`src/rtl/glide_pkg.sv`:
```
// Shared types and constants for the glide scheduler.
// Used by both step modes; the mode is selected with GLIDE_SCHED_EXP_EN.
package glide_pkg;

   typedef enum logic {
      GS_IDLE,
      GS_SWEEP
   } glide_sched_state_e;

   localparam int GLIDE_EXP_SHIFT_W = 4;

endpackage

```
`src/rtl/glide_step.sv`:
```
// Combinational single-voice glide step: moves cur toward tgt without overshoot or wrap.
// GLIDE_SCHED_EXP_EN selects exponential glide (step = max(|diff| >> rate[3:0], 1)); default is linear.
module glide_step
   import glide_pkg::*;
#(
   parameter int WIDTH = 16
) (
   input  logic [WIDTH-1:0] cur,
   input  logic [WIDTH-1:0] tgt,
   input  logic [WIDTH-1:0] rate,
   output logic [WIDTH-1:0] next
);

   logic             up;
   logic [WIDTH-1:0] diff;
   logic [WIDTH-1:0] step;

   // Compare the distance to target with the step, so the sum never leaves the range
   always_comb begin
      up   = (cur < tgt);
      diff = up ? (tgt - cur) : (cur - tgt);
`ifdef GLIDE_SCHED_EXP_EN
      step = diff >> rate[GLIDE_EXP_SHIFT_W-1:0];
      if (step == '0) begin
         step = WIDTH'(1);
      end
`else
      step = rate;
`endif
      if (cur == tgt) begin
         next = cur;
      end else if (diff > step) begin
         next = up ? (cur + step) : (cur - step);
      end else begin
         next = tgt;
      end
   end

endmodule

```
`src/rtl/glide_scheduler.sv`:
```
// Round-robin glide scheduler: one shared glide_step unit sweeps all voices once per tick.
// Step mode follows GLIDE_SCHED_EXP_EN (exponential when defined, linear otherwise).
module glide_scheduler
   import glide_pkg::*;
#(
   parameter  int WIDTH   = 16,
   parameter  int NVOICES = 4,
   localparam int VIDX_W  = $clog2(NVOICES)
) (
   input  logic               CLK,
   input  logic               RESET,
   input  logic               tick,
   input  logic [WIDTH-1:0]   rate,
   input  logic               cfg_valid,
   output logic               cfg_ready,
   input  logic [VIDX_W-1:0]  cfg_voice,
   input  logic [WIDTH-1:0]   cfg_target,
   input  logic               cfg_snap,
   output logic               freq_valid,
   output logic [VIDX_W-1:0]  freq_voice,
   output logic [WIDTH-1:0]   freq_out,
   output logic               busy,
   output logic [NVOICES-1:0] settled,
   output logic               overrun
);

   glide_sched_state_e state, state_next;

   logic [WIDTH-1:0]  current [NVOICES];
   logic [WIDTH-1:0]  target  [NVOICES];
   logic [VIDX_W-1:0] index;
   logic              pending;
   logic              last_voice;
   logic [WIDTH-1:0]  step_next;

   assign last_voice = (index == VIDX_W'(NVOICES - 1));

   glide_step #(.WIDTH(WIDTH)) u_step (
      .cur  (current[index]),
      .tgt  (target[index]),
      .rate (rate),
      .next (step_next)
   );

   always_ff @(posedge CLK) begin
      if (RESET) begin
         state <= GS_IDLE;
      end else begin
         state <= state_next;
      end
   end

   // A sweep always returns to IDLE for at least one cycle so writes are never starved
   always_comb begin
      state_next = state;
      busy       = 1'b0;
      cfg_ready  = 1'b0;
      case (state)
         GS_IDLE: begin
            cfg_ready = 1'b1;
            if (tick || pending) begin
               state_next = GS_SWEEP;
            end
         end
         GS_SWEEP: begin
            busy = 1'b1;
            if (last_voice) begin
               state_next = GS_IDLE;
            end
         end
         default: state_next = GS_IDLE;
      endcase
   end

   // A tick that finds one already pending is lost and latches overrun
   always_ff @(posedge CLK) begin
      if (RESET) begin
         for (int v = 0; v < NVOICES; v++) begin
            current[v] <= '0;
            target[v]  <= '0;
         end
         index      <= '0;
         pending    <= 1'b0;
         overrun    <= 1'b0;
         freq_valid <= 1'b0;
         freq_voice <= '0;
         freq_out   <= '0;
      end else begin
         freq_valid <= 1'b0;
         case (state)
            GS_IDLE: begin
               index <= '0;
               if (pending) begin
                  pending <= 1'b0;
                  if (tick) begin
                     overrun <= 1'b1;
                  end
               end
               if (cfg_valid && (int'(cfg_voice) < NVOICES)) begin
                  target[cfg_voice] <= cfg_target;
                  if (cfg_snap) begin
                     current[cfg_voice] <= cfg_target;
                  end
               end
            end
            GS_SWEEP: begin
               current[index] <= step_next;
               freq_out       <= step_next;
               freq_voice     <= index;
               freq_valid     <= 1'b1;
               index          <= last_voice ? '0 : index + 1'b1;
               if (tick) begin
                  if (pending) begin
                     overrun <= 1'b1;
                  end else begin
                     pending <= 1'b1;
                  end
               end
            end
            default: ;
         endcase
      end
   end

   always_comb begin
      settled = '0;
      for (int v = 0; v < NVOICES; v++) begin
         settled[v] = (current[v] == target[v]);
      end
   end

endmodule
```
`config.mk`:
```
export PLATFORM = sky130hd
export DESIGN_NAME = glide_scheduler
export DESIGN_NICKNAME = d
export VERILOG_FILES = /design/src/rtl/glide_pkg.sv /design/src/rtl/glide_step.sv /design/src/rtl/glide_scheduler.sv
export SDC_FILE = /design/constraint.sdc
export NUM_CORES = 1
export LEC_CHECK = 0
export BUFFER_PORTS_ARGS = -buffer_cell sky130_fd_sc_hd__buf_4
export CAP_MARGIN = 25
export CORE_MARGIN = 5
export CORE_UTILIZATION = 67
export DETAILED_ROUTE_END_ITERATION = 6
export GPL_TIMING_DRIVEN = 0
export HOLD_SLACK_MARGIN = 0.03
export PLACE_DENSITY = 0.87
export SETUP_SLACK_MARGIN = 0.1
export SYNTH_ARGS = -nofsm -noshare
export SYNTH_HDL_FRONTEND = slang
export SYNTH_SLANG_ARGS = --single-unit
```
`constraint.sdc`:
```
create_clock -name CLK -period 15.15 [get_ports CLK]
set_input_delay 1.515 -clock CLK [delete_from_list [all_inputs] [get_ports CLK]]
set_output_delay 1.515 -clock CLK [all_outputs]
set_load 0.03 [all_outputs]
```
==> results.cfg <==
[die]
io_pins = 65
rows = 45
die_area_um2 = 18200
dieHeight_um = 135
initial_core_util_pct = 68.4
core_um2 = 15300
die_width_um = 135

[clock_network]
clock_latency_ns = 0.43
cts_tree = yes
ctsHtreeMaxLevel = 4
number_of_buffers_created_by_cts = 17
post-cts-setup-buffers = 0
clock_tree.buffer_depth = 2
clk_pin_slew_ns = 0.06
clock_tree.root_cell = sky130_fd_sc_hd__clkbuf_16
cts.sink_count = 152
holdBufCountCts = 0
post_cts_resize_count = 0

[synth]
synth-warning-count = 0
top_area_cells_in_the_synthesized_netlist = sky130_fd_sc_hd__edfxtp_1 37%, sky130_fd_sc_hd__ha_1 7.7%, sky130_fd_sc_hd__xnor2_1 7.6%
synth_flop_cell = sky130_fd_sc_hd__edfxtp_1
netlist_top_cells_count = 128 x sky130_fd_sc_hd__edfxtp_1, 94 x sky130_fd_sc_hd__nor2_1, 90 x sky130_fd_sc_hd__xnor2_1
netlist_instances = 984
yosys.cell_types.count = 77
synth_largest_area_cell = sky130_fd_sc_hd__edfxtp_1
synth-async-reset-ratio_pct = 0
synthesis.nets = 1090
yosys.cell_count.top_type = sky130_fd_sc_hd__edfxtp_1
postSynthAreaPerCell_um2 = 10.6
synth_area_um2 = 10400
edff_count_synth = 128
synth_seq_cells = 152
fraction_of_post_synthesis_cell_area_in_the_top_cell_type_by_area_pct = 36.8
yosysSeqAreaShare_pct = 41.4

[finish]
antennaDiodeCount = 0
drive_gt1_share_pct = 16.8
finish.cell_count_without_fillers = 1291
layout-area-overhead-vs-synth_pct = 13.4
fin_util_pct = 77.6
finalNetCount = 1173

[grt]
grt.overflow.total = 0
first_global_vias = 8567
global_route.usage.total_pct = 36.2
antenna_found_initial = 0
grt_pass1_wl_um = 49100
grt_start_max_net_pins = 17

[timing]
hold_ws_ns = 0.461
f_max_mhz = 129
rsz0062_at_grt = false
finalHoldViolCount = 0
finalSetupViolCount = 0
period_share_pct = 51.0
timing.clock.skew_ns = 0.0104
worst_slew_pin_slew_ns = 1.17
timing.slew.headroom_pct = 21.6
final_worst_path_period_need_ns = 7.73
drv_slew = 0
setup_total_negative_slack_ns = 0

[critical_path]
worstPathArrival_ns = 7.88
timing.critical_path.required_ns = 15.30
cp-start-kind = register
maximum_fanout_count_along_the_critical_path = 10
crit_path_end_kind = register
criticalPathCategory = reg -> reg

[placed_design]
post-dp-hpwl_um = 23200
dp_cells = 1259
number_of_buffers_added_on_ports = 63
finalWeightedCongestion = 1.01

[routing]
detail_route.vias_per_cell = 6.85
postRouteWirelength_um = 32600
detailedRoute.firstIterationViolations = 1243
detailedRoute.firstPassIterationCount = 7
postRouteAntennaNets = 0
count_of_unresolved_drc_violations_after_routing = 3
avgRoutedWirePerCell_um = 25.3
route.vias.total = 8838

[job]
maxCapViolCount = 0

[outcome]
failed_checks = DRC
run_status = finished with violations

[worst_hold_path]
min-delay-path-class = reg -> reg

[power]
power.density_nw_per_um2 = 132
p_leak_nw = 4.78
ir_worst_vdd_mv = 0.0994
sequential cells by signal (all words and copies together), names as in the netlist:
name / cells
freq_valid: 1
pending: 1
overrun: 1
state: 1
target: 64
index: 2
current: 64
freq_voice: 2
freq_out: 16
worst paths after layout:
check	start	to	slack [ns]	cells past startpoint
min reg2reg	freq_out[3]	freq_out[3]	0.46	1
max reg2reg	index[1]	current[1][9]	7.42	22
min	freq_out[3]	freq_out[3]	0.46	1
max	index[1]	current[1][9]	7.42	22
final cells by class:
type	instances	area, um2
Sequential cell	152	4320
Buffer	45	210
Multi-Input combinational cell	709	5610
Clock inverter	8	101
Timing Repair Buffer	64	488
Tap cell	211	264
Inverter	78	293
Fill cell	938	3420
Clock buffer	24	547
per-layer routing:
metal | track usage, % | wire (um) | vias to the layer above
li1 | - | - | 3773
met1 | 44.1 | 11000 | 4130
met2 | 59.0 | 15400 | 755
met3 | 8.16 | 4140 | 180
met4 | 21.4 | 2070 | 0
met5 | 0 | 0 | -
kinds of logic (layout without fill, tap and decap cells):
kind of cell	Yosys count	count (layout)	share of synthesized area (%)
flip-flops	152	152	41.4
AND/OR/NAND/NOR	299	299	14.9
buffers and inverters	123	219	4.82
adder cells (fa/ha/maj)	67	67	8.25
XOR/XNOR	101	101	8.48
AO/OA/AOI/OAI	189	189	13.4
multiplexers	53	53	8.76
where the power goes:
part           leakage [nW]  total, mW  switching, mW  internal (mW)
clock                 0.319      0.459          0.172          0.287
sequential             1.52      0.523         0.0288          0.494
combinational          2.94      0.582          0.350          0.231
through the flow:
stage	setup WS (ns)	power [mW]	area, um2
finish	7.42	1.56	11800
global route	7.02	1.62	11800
CTS	7.73	1.54	11800
detailed placement	7.76	1.09	11200
global placement	7.79	1.07	11200
floorplan	9.51	0.932	10400
placed cells by master (no fill, tap or decap), types with 28 or more instances in the layout:
master                     count
sky130_fd_sc_hd__nor2_1       93
sky130_fd_sc_hd__buf_4        67
sky130_fd_sc_hd__ha_1         64
sky130_fd_sc_hd__a21oi_1      43
sky130_fd_sc_hd__clkbuf_1     28
sky130_fd_sc_hd__nand2_1      32
sky130_fd_sc_hd__xnor2_1      90
sky130_fd_sc_hd__and2_1       50
sky130_fd_sc_hd__inv_1        76
sky130_fd_sc_hd__mux4_2       30
sky130_fd_sc_hd__edfxtp_1    128
critical path: stages (launching register included):
cell and delay [ns]:
sky130_fd_sc_hd__dfxtp_1 0.35, sky130_fd_sc_hd__clkbuf_1 0.54, sky130_fd_sc_hd__clkbuf_1 0.71, sky130_fd_sc_hd__o21ai_0 0.46, sky130_fd_sc_hd__ha_1 0.43, sky130_fd_sc_hd__nor2b_1 0.13
sky130_fd_sc_hd__o21ai_0 0.25, sky130_fd_sc_hd__a21oi_1 0.15, sky130_fd_sc_hd__o41ai_1 0.81, sky130_fd_sc_hd__o221ai_1 0.33, sky130_fd_sc_hd__o22ai_1 0.32, sky130_fd_sc_hd__o211ai_1 0.17
sky130_fd_sc_hd__xor2_1 0.17, sky130_fd_sc_hd__ha_1 0.32, sky130_fd_sc_hd__nand3_1 0.17, sky130_fd_sc_hd__nor4_1 0.47, sky130_fd_sc_hd__o21ai_0 0.17, sky130_fd_sc_hd__a31o_2 0.30
sky130_fd_sc_hd__clkbuf_1 0.26, sky130_fd_sc_hd__nand2_1 0.14, sky130_fd_sc_hd__o211ai_1 0.12, sky130_fd_sc_hd__a32oi_1 0.55, sky130_fd_sc_hd__nor2_1 0.13
(Power assumes the default switching activity.)
